## config.mk

```make
export PLATFORM = sky130hd
export DESIGN_NAME = stopwatch_display
export DESIGN_NICKNAME = d
export VERILOG_FILES = /design/src/rtl/stopwatch_display.sv
export SDC_FILE = /design/constraint.sdc
export NUM_CORES = 1
export LEC_CHECK = 0
export BUFFER_PORTS_ARGS = -buffer_cell sky130_fd_sc_hd__buf_4
export CORE_MARGIN = 4
export CORE_UTILIZATION = 25
export CTS_CLUSTER_DIAMETER = 80
export CTS_CLUSTER_SIZE = 28
export DETAILED_ROUTE_END_ITERATION = 8
export PLACE_DENSITY_LB_ADDON = 0.2
export SLEW_MARGIN = 20
export SYNTH_ARGS = -nofsm -noshare
export SYNTH_HDL_FRONTEND = slang
export SYNTH_SLANG_ARGS = --single-unit
```

## constraint.sdc

```tcl
create_clock -name clk -period 4.8 [get_ports clk]
set_input_delay 0 -clock clk [delete_from_list [all_inputs] [get_ports clk]]
set_output_delay 0 -clock clk [all_outputs]
set_load 0.1 [all_outputs]
```

## src/rtl/stopwatch_display.sv

```systemverilog
// Up/down BCD stopwatch with tick prescaler, run/pause/expiry control,
// warning light and active-low seven-segment outputs.
module stopwatch_display #(
  parameter int TICK_DIV = 50000000,
  parameter int DIGITS   = 2,
  parameter int WARN     = 10,
  parameter bit BLANK    = 1'b0
) (
  input  logic                clk,
  input  logic                rst,
  input  logic                clear,
  input  logic                load,
  input  logic [4*DIGITS-1:0] load_val,
  input  logic                start_stop,
  input  logic                mode,
  output logic [8*DIGITS-1:0] seg,
  output logic                light,
  output logic                done,
  output logic                running
);

  function automatic int pow10(input int n);
    int r;
    r = 1;
    for (int i = 0; i < n; i++) r = r * 10;
    return r;
  endfunction

  localparam int CW   = 4 * DIGITS;
  localparam int PW   = $clog2(TICK_DIV);
  localparam int FULL = pow10(DIGITS);

  function automatic int bcd_to_int(input logic [CW-1:0] b);
    int v;
    v = 0;
    for (int i = DIGITS - 1; i >= 0; i--) v = v * 10 + int'(b[4*i +: 4]);
    return v;
  endfunction

  function automatic logic [7:0] seg_decode(input logic [3:0] d);
    logic [7:0] s;
    case (d)
      4'd0:    s = 8'b0000_0010;
      4'd1:    s = 8'b1001_1110;
      4'd2:    s = 8'b0010_0100;
      4'd3:    s = 8'b0000_1100;
      4'd4:    s = 8'b1001_1000;
      4'd5:    s = 8'b0100_1000;
      4'd6:    s = 8'b0100_0000;
      4'd7:    s = 8'b0001_1110;
      4'd8:    s = 8'b0000_0000;
      4'd9:    s = 8'b0001_1000;
      default: s = 8'b1111_1111;
    endcase
    return s;
  endfunction

  typedef enum logic [1:0] {IDLE, RUN, PAUSE, EXPIRED} state_t;

  state_t        state_q, state_d;
  logic [CW-1:0] count_q, count_d;
  logic [PW-1:0] presc_q, presc_d;
  logic          light_q, light_d;
  logic          done_q, done_d;
  logic          running_q, running_d;

  logic          tick;
  logic [CW-1:0] inc_val, dec_val, sat_val;
  logic          inc_wrap;
  logic          down_end;
  logic          in_win;
  int            tick_int;

  assign tick     = (state_q == RUN) && (presc_q == PW'(TICK_DIV - 1));
  assign down_end = (count_q == '0) || (count_q == CW'(1));

  // Ripple BCD increment/decrement and load saturation, one digit per iteration.
  always_comb begin : bcd_arith
    logic carry, borrow;
    inc_val = count_q;
    dec_val = count_q;
    sat_val = load_val;
    carry   = 1'b1;
    borrow  = 1'b1;
    for (int i = 0; i < DIGITS; i++) begin
      if (carry) begin
        if (count_q[4*i +: 4] >= 4'd9) begin
          inc_val[4*i +: 4] = 4'd0;
        end else begin
          inc_val[4*i +: 4] = count_q[4*i +: 4] + 4'd1;
          carry = 1'b0;
        end
      end
      if (borrow) begin
        if (count_q[4*i +: 4] == 4'd0) begin
          dec_val[4*i +: 4] = 4'd9;
        end else begin
          dec_val[4*i +: 4] = count_q[4*i +: 4] - 4'd1;
          borrow = 1'b0;
        end
      end
      if (load_val[4*i +: 4] > 4'd9) sat_val[4*i +: 4] = 4'd9;
    end
    inc_wrap = carry;
  end

  // Window is judged on the count the tick would leave behind.
  always_comb begin
    tick_int = bcd_to_int(mode ? dec_val : inc_val);
    if (mode) in_win = (tick_int >= 1) && (tick_int <= WARN);
    else      in_win = (tick_int >= FULL - WARN);
  end

  always_comb begin
    state_d = state_q;
    count_d = count_q;
    presc_d = presc_q;
    light_d = light_q;
    done_d  = 1'b0;
    if (clear) begin
      count_d = '0;
      presc_d = '0;
      light_d = 1'b0;
      state_d = IDLE;
    end else if (load) begin
      count_d = sat_val;
      presc_d = '0;
      light_d = 1'b0;
      state_d = (state_q == RUN) ? RUN : IDLE;
    end else begin
      case (state_q)
        IDLE: begin
          presc_d = '0;
          light_d = 1'b0;
          if (start_stop && !(mode && count_q == '0)) state_d = RUN;
        end
        RUN: begin
          if (tick) begin
            presc_d = '0;
            if (mode && down_end) begin
              count_d = '0;
              done_d  = 1'b1;
              light_d = 1'b1;
              state_d = EXPIRED;
            end else begin
              count_d = mode ? dec_val : inc_val;
              done_d  = !mode && inc_wrap;
              light_d = in_win ? ~light_q : 1'b0;
              if (start_stop) state_d = PAUSE;
            end
          end else if (start_stop) begin
            state_d = PAUSE;
          end else begin
            presc_d = presc_q + PW'(1);
          end
        end
        PAUSE: begin
          if (start_stop) state_d = RUN;
        end
        EXPIRED: begin
          presc_d = '0;
          light_d = 1'b1;
          if (start_stop) begin
            state_d = IDLE;
            light_d = 1'b0;
          end
        end
        default: state_d = IDLE;
      endcase
    end
    running_d = (state_d == RUN);
  end

  always_ff @(posedge clk or negedge rst) begin
    if (!rst) begin
      state_q   <= IDLE;
      count_q   <= '0;
      presc_q   <= '0;
      light_q   <= 1'b0;
      done_q    <= 1'b0;
      running_q <= 1'b0;
    end else begin
      state_q   <= state_d;
      count_q   <= count_d;
      presc_q   <= presc_d;
      light_q   <= light_d;
      done_q    <= done_d;
      running_q <= running_d;
    end
  end

  assign light   = light_q;
  assign done    = done_q;
  assign running = running_q;

  for (genvar gi = 0; gi < DIGITS; gi++) begin : g_seg
    logic blank;
    if (gi == 0) begin : g_lsd
      assign blank = 1'b0;
    end else begin : g_msd
      assign blank = BLANK && (count_q[CW-1:4*gi] == '0);
    end
    assign seg[8*gi +: 8] = blank ? 8'hFF : seg_decode(count_q[4*gi +: 4]);
  end

endmodule

```

**Word-level counts from Yosys, hierarchy flattened**

Memory sizes are Yosys's and may differ from the RTL's.
Index checks and enable logic that the tools add are counted.

- Register bits after elaboration: 39
- ROM bits: 256
- Input bits: 14
- Output and inout port bits: 19
- Logic and storage cells: 98
- Memories: 2

- Add/sub/neg operators: 6
- $mul: 1
- Magnitude comparators: 7
- Equal/unequal tests: 8
- Muxes and demuxes: 46
- Bitwise logic cells: 1
- Reductions and logical operators: 21

Memories:

| name | words | bits a word | read ports | clocked after memory_dff | wr ports | line | RTL |
|---|---|---|---|---|---|---|---|
| (name not given) | 16 | 8 | 1 | 0 | 0 | 42 | `case (d)` |
| (name not given) | 16 | 8 | 1 | 0 | 0 | 42 |  |

Operators with widths:

| kind | count |
|---|---|
| 26-bit 2-to-1 mux | 4 |
| 26-bit case mux with 2 select lines | 1 |
| 8-bit 2-to-1 mux | 6 |
| 4-bit 2-to-1 mux | 8 |
| 26-bit by 1-bit adder with 26-bit output (second input constant) | 1 |
| 26-bit == test (second input constant) | 1 |
| 1-bit 2-to-1 mux | 17 |
| 2-bit 2-to-1 mux | 8 |
| 8-bit by 4-bit adder with 9-bit output | 1 |
| 9-bit by 1-bit >= comparator with 1-bit output (second input constant) | 1 |
| 9-bit by 7-bit >= comparator with 1-bit output (second input constant) | 1 |
| 9-bit by 4-bit <= comparator with 1-bit output (second input constant) | 1 |
| 4-bit by 1-bit adder with 4-bit output (second input constant) | 2 |
| 8-bit by 1-bit == test with 1-bit output (second input constant) | 1 |
| 4-bit >= comparator (second input constant) | 2 |
| 4-bit greater-than comparator (second input constant) | 2 |
| 4-bit zero test | 2 |
| 8-bit zero test | 1 |
| 2-bit case mux with 4 select lines | 1 |
| 4-bit by 1-bit subtractor with 4-bit output (second input constant) | 2 |
| 4-bit by 3-bit multiplier with 7-bit output (second input constant) | 1 |
| 1-bit logical AND | 6 |
| 2-bit AND reduction | 3 |
| 3-bit nonzero test | 2 |
| 12 further kinds | 15 |

**Longest topological paths before layout**

- Depth after elaboration: 15
- Depth in mapped cells: 19
- Mapped depth without buffers: 18

**Least setup slack after synthesis**

No wires, ideal clock.

- Path kind: reg-to-reg
- Start point: reg count_q[5]
- End point: reg light_q (netlist: light)
- Setup time: 0.083 ns
- Arrival: 4.485 ns
- Data required time: 4.717 ns
- Setup slack: 0.232 ns
- Stages on the path, launching flop included: 20
- Path buffers: 1
- Period minus slack after synthesis: 4.568 ns
- Cells stage by stage: dfrtp_1 -> clkbuf_1 -> inv_1 -> ha_1 -> or3b_2 -> and2_1 -> nor2_1 -> a221oi_1 -> a21oi_1 -> ha_1 -> ha_1 -> inv_1 -> fa_1 -> nor2b_1 -> nor3b_1 -> nor3_1 -> a221oi_1 -> o311ai_0 -> a221o_1 -> o21ai_0

- Longest elaborated chain between the ends: 15
- Elaborated cells on any way between the ends: 26
- Classes of those cells: add/sub: 3; mul: 1; order compare: 4; eq/ne: 1; mux: 12; reduce/logical: 5

RTL lines:

| what | line | RTL |
|---|---|---|
| start, declared | 61 | `logic [CW-1:0] count_q, count_d;` |
| start signal, assigned | 184 | `count_q <= count_d;` |
| 4-bit by 1-bit adder with 4-bit output (tied with other cells) | 90 | `inc_val[4*i +: 4] = count_q[4*i +: 4] + 4'd1;` |
| 4-bit 2-to-1 mux (on tied branches) | 87, 95 |  |
| 4-bit 2-to-1 mux (on tied branches) | 86, 94 |  |
| 8-bit 2-to-1 mux | 109 | `tick_int = bcd_to_int(mode ? dec_val : inc_val);` |
| 4-bit by 3-bit multiplier with 7-bit output | 36 | `for (int i = DIGITS - 1; i >= 0; i--) v = v * 10 + int'(b[4*i +: 4]);` |
| 8-bit by 4-bit adder with 9-bit output | 36 |  |
| 9-bit by 1-bit >= comparator with 1-bit output or 9-bit by 4-bit <= comparator with 1-bit output (tied branches) | 110 | `if (mode) in_win = (tick_int >= 1) && (tick_int <= WARN);` |
| 1-bit logical AND | 110 |  |
| 1-bit 2-to-1 mux | 110 |  |
| 1-bit 2-to-1 mux | 148 | `light_d = in_win ? ~light_q : 1'b0;` |
| 1-bit 2-to-1 mux * | 140 | `if (mode && down_end) begin` |
| 1-bit 2-to-1 mux * | 138 | `if (tick) begin` |
| 1-bit case mux with 3 select lines * | 131 | `case (state_q)` |
| 1-bit 2-to-1 mux * | 125 | `end else if (load) begin` |
| 1-bit 2-to-1 mux * | 120 | `if (clear) begin` |
| end signal, assigned | 186 | `light_q <= light_d;` |
| end, declared | 63 | `logic light_q, light_d;` |

Every way passes the cells marked *; elsewhere a longest branch is shown, timed or not. The select of a mux whose other input is x is not followed.
A chain may end at the register's enable or synchronous reset.

**Worst setup path in the final report**

- Start point: reg count_q[0]
- End point: reg light_q (netlist: light)

- Longest elaborated chain between the ends: 15
- Elaborated cells on any way between the ends: 28
- Classes of those cells: add/sub: 3; mul: 1; order compare: 4; eq/ne: 1; mux: 14; reduce/logical: 5

RTL lines:

| what | line |
|---|---|
| 4-bit >= comparator or 4-bit zero test (tied branches) | 87, 95 |
| 1-bit 2-to-1 mux (on tied branches) | 87, 95 |
| 4-bit 2-to-1 mux (on tied branches) | 86, 94 |
| 8-bit 2-to-1 mux | 109 |
| 4-bit by 3-bit multiplier with 7-bit output | 36 |
| 8-bit by 4-bit adder with 9-bit output | 36 |
| 9-bit by 1-bit >= comparator with 1-bit output or 9-bit by 4-bit <= comparator with 1-bit output (tied branches) | 110 |
| 1-bit logical AND | 110 |
| 1-bit 2-to-1 mux | 110 |
| 1-bit 2-to-1 mux | 148 |
| 1-bit 2-to-1 mux * | 140 |
| 1-bit 2-to-1 mux * | 138 |
| 1-bit case mux with 3 select lines * | 131 |
| 1-bit 2-to-1 mux * | 125 |
| 1-bit 2-to-1 mux * | 120 |

Marked as above.

==> results.toml <==
[sta]
hold_viol = 0
fin_tns_setup_ns = 0
worst_slew_margin_rel = 0.5455
max_slew.worst_pin.slew_ns = 0.6818
maxSlewViolCount = 0
max_freq_mhz = 222.0
setup_viol = 0
finalCritPeriodShare = 0.9385
min_period_ns = 4.505
fin_worst_skew_ns = 0.01132

[grt]
via_count_of_the_first_global_routing_pass = 3061
grt_antenna_before_repair = 0
grt_max_degree = 40
grt_usage = 0.1252
grt_first_pass_wirelength_um = 15380
grt_overflow_total = 0

[synth]
post-synth-top-area-cell = "dfrtp_1"
syn_area_sq_um = 3354
syn-mean-instance-area_sq_um = 8.064
synth.most_common_cell = "nor2_1"
synth-edff-count = 0
ys_dominant_reg_cell = "dfrtp_1"
yosysWarnings = 0
synth-seq-cells = 39
async_reset_ff_frac = 1.000
syn-num-nets = 454
synthDominantCellAreaShare = 0.2909
syn_inst = 416
sequential_area_share_after_synthesis = 0.2909
post_synth_num_cell_types = 65
yosys-top-cells-area = "dfrtp_1 29%, ha_1 8.2%, o21ai_0 6.6%, nor2_1 5.0%, nand2_1 3.8%"
post_synth_most_frequent_cells = "45 x nor2_1, 44 x o21ai_0, 39 x dfrtp_1"

[routing]
wl_final_um = 9194
avgViaCountPerCell = 5.005
wl_per_cell_um = 14.59
initial_detailed_routing_violation_count = 270
detailedRoute.firstPassIterationCount = 5
vias = 3153
detail_route.drc_violations = 0
antenna_violating_nets_post_route = 0

[critical_path]
crit_arrival_ns = 4.72
setup.worst_path.start_class = "register"
critical-path-max-stage-delay_ns = 0.51
critPathSlowestCell = "or3b_2"
r2r.worst_path.cells = 17
crit_chain = "inv_1 > ha_2 > or3b_2 > nand2_2 > nor2_1 > mux4_2 > ha_1 > ha_1 > inv_1 > fa_1 > nor2b_2 > nor3b_4 > nor3_1 > a221oi_1 > o311ai_0 > a221o_1 > o21ai_0"
cp_data_required_time_ns = 5.01
worst-r2r-setup-slack_ns = 0.30
setup.worst_path.end_class = "register"
worst_r2r_startpoint = "count_q[0]$_DFFE_PN0P_"
crit-reg2reg-capture = "light$_DFFE_PN0P_"
cp_max_fo = 7
worstSetupPathType = "reg2reg"

[final_layout]
antenna_cells = 0
drive_gt1_frac = 0.1718
finalNetCount = 491
synthToLayoutAreaGrowth_pct = 20.22
fin_area_sq_um = 4033

[cts]
clk_latency_ns = 0.29
number_of_buffers_on_the_longest_clock_path = 2
cts_inserted_buffers = 5
cts.reportedPaths.clkPinSlew_ns = 0.07
cts.root.buffer_cell = "clkbuf_16"
cts_num_sinks = 39
cts_tree = "yes"
cts_max_level = 2

[place]
gp_congestion = 0.8544
place.detailed.hpwl_um = 6839
post_dp_cell_area_sq_um = 3821
portBuffers = 32

[power]
leakage_power_total_nw = 1.710
pwr_density_cell_nw_per_um2 = 339.7
ir_drop_worst_vdd_v = 0.0001179

[floorplan]
io_pins = 33
start_util = 0.2543
dieHeight_um = 123.8
die_area_sq_um = 15340
die_w_um = 123.8
core_sq_um = 13190
std_cell_rows = 42

[worst_hold_path]
hold_path.class = "in2reg"
worstHoldStart = "load_val[2]"
holdPathEnd = "count_q[2]$_DFFE_PN0P_"
hold-path-cell-count = 3

[status]
run_status = "completed"

[flow_run]
number_of_max_cap_violations = 0
==> cells by family after synthesis <==
logic type,Yosys count,share of synthesized area
and+or+nand+nor,163,0.2555
adders and majority gates,24,0.09399
muxes,5,0.02238
xor gates and xnor gates,15,0.03916
buffers and inverters,42,0.05296
AOI/OAI and AO/OA,128,0.2451
DFF,39,0.2909
==> power breakdown <==
| part | leakage, nW | internal, mW | switching, mW |
|---|---|---|---|
| logic | 1.10 | 0.216 | 0.463 |
| clock network | 0.0700 | 0.194 | 0.145 |
| registers | 0.538 | 0.338 | 0.0133 |
| total | 1.71 | 0.748 | 0.621 |
==> layout by cell type (no fill, tap or decap), drive strengths merged, types with 9 or more instances in the layout <==
cell	netlist	final
o21ai	44	44
o31ai	9	9
nand3	9	9
xnor2	10	10
dfrtp	39	39
a21oi	26	26
buf	5	45
nand2	36	36
inv	23	23
nor3	13	13
ha	22	22
nor2	46	46
a22o	9	9
==> critical path, delay by kind of cell (launching register included) <==
| kind | cells | cell delay, ns |
|---|---|---|
| AO/OA/AOI/OAI | 4 | 0.81 |
| adder cells (fa/ha/maj) | 4 | 1.11 |
| buffers and inverters | 2 | 0.22 |
| flip-flops | 1 | 0.45 |
| multiplexers | 1 | 0.51 |
| AND/OR/NAND/NOR | 6 | 1.32 |
==> sequential cells by signal, summed over array words and instances, names as in the netlist <==
register and flops:
presc_q 26, light 1, running 1, done 1, state_q 2, count_q 8
==> routing by layer <==
metal / wire length, um / track usage / vias up
li1: - / - / 1602
met1: 4311 / 0.1686 / 1490
met2: 4354 / 0.2112 / 52
met3: 403 / 0.01589 / 9
met4: 125 / 0.03391 / 0
met5: 0 / 0 / -
==> through the flow <==
step	util	power [mW]	hold slack [ns]	worst slack, ns	instances
after global routing	0.3057	1.461	0.07981	-0.008714	630
after CTS	0.3030	1.371	0.06283	0.1201	629
after detailed placement	0.2897	1.017	0.03379	-0.07534	619
final	0.3057	1.370	0.06538	0.2953	630
after floorplan	-	0.8580	-0.2956	0.2321	416
after global placement	0.2897	1.020	0.03015	0.1324	619
==> area by class of cell <==
type / count / area, sq um
clock inverter: 3 / 25.02
multi-input combinational: 335 / 2235
tap: 176 / 220.2
clock buffer: 5 / 125.1
sequential: 39 / 975.9
inverter: 25 / 93.84
fill: 1418 / 9158
timing repair buffer: 47 / 357.8
==> worst max path at each step <==
stage / start / to / slack, ns / cells past startpoint
floorplan: count_q[5]$_DFFE_PN0P_ / light$_DFFE_PN0P_ / 0.23 / 19
global placement: count_q[0]$_DFFE_PN0P_ / light$_DFFE_PN0P_ / 0.13 / 18
detailed placement: count_q[0]$_DFFE_PN0P_ / light$_DFFE_PN0P_ / -0.08 / 18
CTS: count_q[0]$_DFFE_PN0P_ / light$_DFFE_PN0P_ / 0.12 / 18
global route: count_q[0]$_DFFE_PN0P_ / light$_DFFE_PN0P_ / -0.009 / 18
finish: count_q[0]$_DFFE_PN0P_ / light$_DFFE_PN0P_ / 0.30 / 17
==> timing repair <==
| action | 4_1_cts | 5_1_grt |
|---|---|---|
| setup buffers | 0 | 1 |
| endpoints found under the setup margin | 1 | 1 |
| gates resized for setup | 1 | 7 |
| endpoints found under the hold margin | 43 | 0 |
| pin swaps | 0 | 1 |
| hold buffers | 2 | 0 |
Power figures use the tool's default switching activity.
